## src/rtl/nibble_add_seq.sv

```systemverilog
// Sequential W-bit adder/subtractor that time-shares one 4-bit ripple adder
// across NIBBLES slices, least-significant slice first.

module addition (
    input  logic [3:0] a,
    input  logic [3:0] b,
    input  logic       cin,
    output logic [3:0] s,
    output logic       cout
);

    logic [4:0] c;

    assign c[0] = cin;

    for (genvar i = 0; i < 4; i++) begin : g_fa
        assign s[i]   = a[i] ^ b[i] ^ c[i];
        assign c[i+1] = (a[i] & b[i]) | (c[i] & (a[i] ^ b[i]));
    end

    assign cout = c[4];

endmodule

module nibble_add_seq #(
    parameter int NIBBLES = 4
) (
    input  logic                   clk,
    input  logic                   rst,
    input  logic                   start,
    input  logic                   sub,
    input  logic [4*NIBBLES-1:0]   A,
    input  logic [4*NIBBLES-1:0]   B,
    output logic                   busy,
    output logic                   done,
    output logic [4*NIBBLES-1:0]   Y,
    output logic                   CarryOUT,
    output logic                   overflow
);

    localparam int W     = 4 * NIBBLES;
    localparam int IDX_W = (NIBBLES > 1) ? $clog2(NIBBLES) : 1;
    localparam logic [IDX_W-1:0] LAST_IDX = IDX_W'(NIBBLES - 1);

    typedef enum logic [1:0] {
        IDLE = 2'd0,
        RUN  = 2'd1,
        DONE = 2'd2
    } state_t;

    state_t           state_q, state_d;
    logic [W-1:0]     a_q, a_d;
    logic [W-1:0]     b_q, b_d;
    logic             carry_q, carry_d;
    logic [IDX_W-1:0] idx_q, idx_d;
    logic [W-1:0]     acc_q, acc_d;
    logic [W-1:0]     y_q, y_d;
    logic             cout_q, cout_d;
    logic             ovf_q, ovf_d;
    logic             busy_q, busy_d;
    logic             done_q, done_d;

    logic [3:0]       slice_a;
    logic [3:0]       slice_b;
    logic [3:0]       slice_sum;
    logic             slice_cout;
    logic             msb_cin;

    always_comb begin
        slice_a = '0;
        slice_b = '0;
        for (int i = 0; i < NIBBLES; i++) begin
            if (idx_q == IDX_W'(i)) begin
                slice_a = a_q[4*i +: 4];
                slice_b = b_q[4*i +: 4];
            end
        end
    end

    addition u_add (
        .a    (slice_a),
        .b    (slice_b),
        .cin  (carry_q),
        .s    (slice_sum),
        .cout (slice_cout)
    );

    // Carry into the top bit recovered from the MSB slice's operand and sum bits.
    assign msb_cin = slice_a[3] ^ slice_b[3] ^ slice_sum[3];

    always_comb begin
        state_d = state_q;
        a_d     = a_q;
        b_d     = b_q;
        carry_d = carry_q;
        idx_d   = idx_q;
        acc_d   = acc_q;
        y_d     = y_q;
        cout_d  = cout_q;
        ovf_d   = ovf_q;
        busy_d  = 1'b0;
        done_d  = 1'b0;

        unique case (state_q)
            IDLE: begin
                if (start) begin
                    a_d     = A;
                    b_d     = sub ? ~B : B;
                    carry_d = sub;
                    idx_d   = '0;
                    state_d = RUN;
                    busy_d  = 1'b1;
                end
            end

            RUN: begin
                for (int i = 0; i < NIBBLES; i++) begin
                    if (idx_q == IDX_W'(i)) begin
                        acc_d[4*i +: 4] = slice_sum;
                    end
                end
                carry_d = slice_cout;
                if (idx_q == LAST_IDX) begin
                    // Outputs update only here, so Y never shows a partial result.
                    idx_d   = '0;
                    state_d = DONE;
                    done_d  = 1'b1;
                    y_d     = acc_d;
                    cout_d  = slice_cout;
                    ovf_d   = msb_cin ^ slice_cout;
                end else begin
                    idx_d  = idx_q + 1'b1;
                    busy_d = 1'b1;
                end
            end

            DONE: begin
                state_d = IDLE;
            end

            default: begin
                state_d = IDLE;
            end
        endcase
    end

    always_ff @(posedge clk) begin
        if (rst) begin
            state_q <= IDLE;
            a_q     <= '0;
            b_q     <= '0;
            carry_q <= 1'b0;
            idx_q   <= '0;
            acc_q   <= '0;
            y_q     <= '0;
            cout_q  <= 1'b0;
            ovf_q   <= 1'b0;
            busy_q  <= 1'b0;
            done_q  <= 1'b0;
        end else begin
            state_q <= state_d;
            a_q     <= a_d;
            b_q     <= b_d;
            carry_q <= carry_d;
            idx_q   <= idx_d;
            acc_q   <= acc_d;
            y_q     <= y_d;
            cout_q  <= cout_d;
            ovf_q   <= ovf_d;
            busy_q  <= busy_d;
            done_q  <= done_d;
        end
    end

    assign busy     = busy_q;
    assign done     = done_q;
    assign Y        = y_q;
    assign CarryOUT = cout_q;
    assign overflow = ovf_q;

endmodule

```

## config.mk

```make
export PLATFORM = sky130hd
export DESIGN_NAME = nibble_add_seq
export DESIGN_NICKNAME = d
export VERILOG_FILES = /design/src/rtl/nibble_add_seq.sv
export SDC_FILE = /design/constraint.sdc
export NUM_CORES = 1
export LEC_CHECK = 0
export CAP_MARGIN = 30
export CORE_MARGIN = 8
export CORE_UTILIZATION = 48
export CTS_CLUSTER_SIZE = 14
export DETAILED_ROUTE_END_ITERATION = 8
export GPL_TIMING_DRIVEN = 0
export PLACE_DENSITY = 0.8
export SYNTH_ARGS = -nofsm -noshare
export SYNTH_HDL_FRONTEND = slang
export SYNTH_SLANG_ARGS = --single-unit
```

## constraint.sdc

```tcl
create_clock -name clk -period 4.9 [get_ports clk]
set_clock_uncertainty 0.15 [all_clocks]
set_input_delay 0.735 -clock clk [delete_from_list [all_inputs] [get_ports clk]]
set_output_delay 0.735 -clock clk [all_outputs]
set_load 0.01 [all_outputs]
```

# [Word-level counts from Yosys, hierarchy flattened]
# Cells that the tools add are included.
[word_totals] register_bits=73 in_bits=36 output_inout_bits=20
[classes] add_sub_neg=1 n_eq_ne=6 n_mux=25 n_bitwise=24 n_reduce_logical=8
[op_table] operator="4-bit two-way mux" count=12
[op_table] operator="16-bit two-way mux" count=1
[op_table] operator="16-bit NOT" count=1
[op_table] operator="1-bit XOR" count=10
[op_table] operator="1-bit AND" count=8
[op_table] operator="2-bit two-way mux" count=4
[op_table] operator="2-bit case mux with 2 select lines" count=2
[op_table] operator="2-bit AND reduction" count=4
[op_table] operator="2-bit by 1-bit equality test with 1-bit output, second input constant" count=2
[op_table] operator="2-bit equality test, second input constant" count=2
[op_table] operator="2-bit zero test" count=2
[op_table] operator="1-bit two-way mux" count=4
[op_table] operator="2-bit != test, second input constant" count=2
[op_table] operator="1-bit OR" count=4
[op_table] operator="1-bit case mux with 2 select lines" count=2
[op_table] operator="2-bit by 1-bit adder with 2-bit output, second input constant" count=1
[op_table] operator="2-bit nonzero test" count=1
[op_table] operator="2-bit OR reduction" count=1
[op_table] operator="1-bit NOT" count=1

# [Depth between registers and ports, before layout]
[logic_depth] depth_word=15 depth_mapped=16 depth_no_buf=13

# [Hierarchy]
# Synthesis repeated with hierarchy kept, for this count alone.
[hier_totals] cells_unflattened=374 area_unflattened_um2=3146.8
[by_module_without_submodules] module="nibble_add_seq" instances=1 cells_each=360 area_per_inst_um2=3029.2 seq_area_each_um2=1381.3
[by_module_without_submodules] module="addition" instances=1 cells_each=14 area_per_inst_um2=117.6 seq_area_each_um2=0.0

# [Least setup slack after synthesis]
# Ideal clock, no wire load.
[synth_path] kind="flip-flop to flip-flop" from="register idx_q[0]" to="register y_q[7] (netlist: Y[7])" setup_ns=0.117 arrival_ns=3.247 required_ns=4.633 path_slack_ns=1.386 path_stages_with_launch=14 path_buffers=3 path_cell_list="dfxtp_1 ha_1 clkbuf_1 buf_1 a22oi_1 fa_1 inv_1 fa_1 inv_1 fa_1 fa_1 buf_1 a21oi_1 a22o_1"
[synth_via] elab_chain_len=14
[synth_lines] item="start: declaration" line_no="55" text="logic [IDX_W-1:0] idx_q, idx_d;"
[synth_lines] item="start signal: assignment" line_no="165" text="idx_q <= idx_d;"
[synth_lines] item="2-bit zero test" line_no="73" text="if (idx_q == IDX_W'(i)) begin"
[synth_lines] item="4-bit two-way mux (4 in a row)" line_no="73"
[synth_lines] item="1-bit XOR" line_no="18" text="assign c[i+1] = (a[i] & b[i]) | (c[i] & (a[i] ^ b[i]));"
[synth_lines] item="1-bit AND" line_no="18"
[synth_lines] item="1-bit OR" line_no="18"
[synth_lines] item="1-bit AND" line_no="18"
[synth_lines] item="1-bit OR" line_no="18"
[synth_lines] item="1-bit AND" line_no="18"
[synth_lines] item="1-bit OR" line_no="18"
[synth_lines] item="1-bit XOR" line_no="17" text="assign s[i] = a[i] ^ b[i] ^ c[i];"
[synth_lines] item="4-bit two-way mux" line_no="118" text="if (idx_q == IDX_W'(i)) begin"
[synth_lines] item="end signal: assignment" line_no="167" text="y_q <= y_d;"
[synth_lines] item="end: declaration" line_no="57" text="logic [W-1:0] y_q, y_d;"
# Parallel ways exist; a longest one is shown, timed or not.
# A chain may end at the register's enable or synchronous reset.

# [Final worst setup path]
[layout_path] from="register idx_q[0]" to="register y_q[11] (netlist: Y[11])"
# The elaborated chain is that of the path after synthesis.

==> key figures <==
Status
  • Status: finished, final reports clean

Yosys
  • Count leader, synth: dfxtp_1
  • Synth Area in Compound Gates: 0.2301
  • Synth Area per Inst: 9.051 um2
  • Simple-gate share of the synthesized area: 0.1238
  • Largest family of logic cells by synthesized area: compound AO/OA/AOI/OAI gates
  • Sequential share of the synthesized area: 0.4570
  • Post-Syn Area: 3023 um2
  • Synth area leader: dfxtp_1
  • Yosys warning total: 0
  • Syn_nets: 378
  • Synth Area in Adders: 0.04305
  • Top_reg_cell synth: dfxtp_1
  • Post-synthesis mux area share: 0.02318
  • XOR/XNOR Fraction of Synth Area: 0.04925
  • Post-synth top cells: dfxtp_1, nor2_1, nand2_1
  • #FFs+latches synth: 69
  • Post-synth EDFFs: 0
  • Async SR Flop Fraction: 0
  • Synth Instances: 334
  • Post-synth top area share: 0.4570
  • Yosys cell types: 32
  • Synth top area cells: dfxtp_1, a211oi_1, a21oi_1, nor2_1, nand2_1

STA
  • RSZ-0062 raised after global routing: false
  • Setup-failing EPs final: 0
  • Final Cycle Share: 0.8289
  • Final hold violations: 0
  • Final Max Tran Viols: 0
  • Slew @ Worst Pin: 0.6432 ns
  • Min cycle time layout: 4.062 ns
  • Fmax: 246.2 MHz
  • Final WS setup: 0.8383 ns
  • Setup TNS: 0 ns
  • Slew HR: 0.5712

CTS
  • Number of H-tree levels: 3
  • Clock buffer depth: 2
  • CTS tree: yes
  • Root buf cell: clkbuf_8
  • Clk pin slew, worst setup/hold paths: 0.07 ns
  • Cts hold-fix bufs: 0
  • Clock latency on the worst-skew pair: 0.35 ns
  • CTS sink count: 69
  • CTS Buf Count: 9
  • Cts repair resizes: 0
  • Setup repair bufs after CTS: 0

Drt
  • DR DRC count: 0
  • Initial DRC count: 104
  • Antenna Violating Nets Remaining: 0
  • Routed wire per std cell: 14.82 um
  • 1st-pass router iterations: 4
  • DR vias: 2507
  • Vias per cell: 5.256
  • WL final: 7070 um

Critical path
  • Critical path launch point type: flip-flop
  • Setup CP Type: reg2reg
  • CP Capture Type: flip-flop
  • CP Data Required Time: 4.99 ns
  • Critical-path maximum fanout: 10
  • CP arrival: 4.16 ns

Cells and area
  • Post-route insts no fill: 477
  • Area delta synth->final: 25.79%
  • Finished Core Util: 0.6128
  • Filler cells: 543
  • Share of layout cells above drive strength 1: 0.08500
  • Diode count: 0
  • Fin area: 3802 um2
  • Fin nets: 442

Power
  • Max IR drop VDD: 0.0001734 V
  • Power Internal: 0.0008618 W
  • Reg power frac: 0.508
  • Switch Pwr: 0.0003213 W
  • P_leak: 1.420 nW
  • Clock share of power: 0.324
  • Sw Ratio: 0.2716
  • Power Dens Cells: 311.2 nW/um2
  • Comb pwr share: 0.168

Global routing
  • Grt total ovfl: 0
  • Largest net degree at the start of global routing: 11
  • GRT Total Usage: 0.1681
  • Vias in the first global route: 2503
  • Antenna violations before repair: 0
  • First-pass GRT wire length: 11790 um

Floorplan
  • Initial Util: 0.4872
  • Chip Width: 95.36 um
  • Die area: 9094 um2
  • Row count: 29
  • Total I/O pin count: 56
  • Core area: 6205 um2
  • Die height: 95.36 um

Place
  • Port bufs: 53
  • DP Cell Count: 464
  • Dpl cell area: 3650 um2
  • RD Place Congestion: 0.7912
  • Detailed placement HPWL: 5287 um
  • Pre-CTS WS: 0.8577 ns

Worst hold path
  • Hold WC Path Type: reg2reg

Run
  • Max-Cap Viols: 0
## worst max-delay path, cell delays in order (launching register included)
cell	delay, ns
dfxtp_1	0.41
ha_1	0.19
clkbuf_1	0.37
buf_1	0.41
a22oi_1	0.19
fa_1	0.40
inv_1	0.08
fa_1	0.18
inv_1	0.05
fa_1	0.41
fa_1	0.49
buf_1	0.30
a21oi_1	0.12
a22o_1	0.19
## logic make-up (layout without fill, tap and decap cells)
group                    Yosys count  count (layout)
multiplexers                       7               7
buffers and inverters             50             116
flip-flops                        69              69
XOR/XNOR                          17              17
AND/OR/NAND/NOR                   87              87
adder cells (fa/ha/maj)            8               8
AO/OA/AOI/OAI                     96              96
## state kept, by name, indices dropped and copies added (netlist names)
signal and cells:
CarryOUT 1, idx_q 2, state_q 2, b_q 16, Y 16, overflow 1, carry_q 1, done 1
a_q 16, acc_q 12, busy 1
## through the flow
step	total power, W	hold slack (ns)
2_1_floorplan	0.0007430	0.2861
3_3_place_gp	0.0008070	0.2929
3_5_place_dp	0.0008108	0.2966
4_1_cts	0.001189	0.3060
5_1_grt	0.001240	0.3267
6_report	0.001183	0.3076
## layout by cell type (no fill, tap or decap), types with 4 or more instances in the layout
cell / Yosys / layout
dfxtp_1: 69 / 69
clkdlybuf4s50_1: 0 / 53
nor2_1: 40 / 40
nand2_1: 35 / 35
a21oi_1: 33 / 33
a211oi_1: 22 / 22
clkbuf_1: 15 / 15
inv_1: 14 / 14
buf_2: 13 / 13
xnor2_1: 13 / 13
a22o_1: 11 / 11
clkbuf_8: 0 / 10
a22oi_1: 8 / 8
o2bb2ai_1: 7 / 7
mux2i_1: 7 / 7
a221o_1: 6 / 6
buf_1: 5 / 5
xor2_1: 4 / 4
fa_1: 4 / 4
ha_1: 4 / 4
## area by class of cell
type,instances,area (um2),area share
multi-input combinational,215,1419,0.3731
sequential,69,1381,0.3633
timing repair buffer,53,530.5,0.1395
buffer,36,170.2,0.04475
clock buffer,10,137.6,0.03620
tap,77,96.34,0.02534
inverter,14,52.55,0.01382
clock inverter,3,15.01,0.003949
## final timing paths
kind                  from     end  slack, ns  cells past startpoint
hold / removal      a_q[0]  a_q[0]       0.31                      2
setup reg to reg  idx_q[0]   Y[11]       0.84                     13
hold reg to reg     a_q[0]  a_q[0]       0.31                      2
setup / recovery  idx_q[0]   Y[11]       0.84                     13
## routing by layer
metal	global-route usage	part of all wire	vias up
met1	0.2016	0.45	1161
met3	0.03701	0.051	14
met5	0	0	-
met2	0.2722	0.48	59
li1	-	-	1273
met4	0.09623	0.024	0
## power by group through the flow
stage	combinational, W	clock (W)	sequential (W)
floorplan	0.000133	0	0.000610
global placement	0.000195	0	0.000612
CTS	0.000198	0.000390	0.000601
global route	0.000220	0.000416	0.000604
detailed placement	0.000197	0	0.000613
finish	0.000198	0.000384	0.000601
Note: power is estimated with default switching activity, not from simulation.
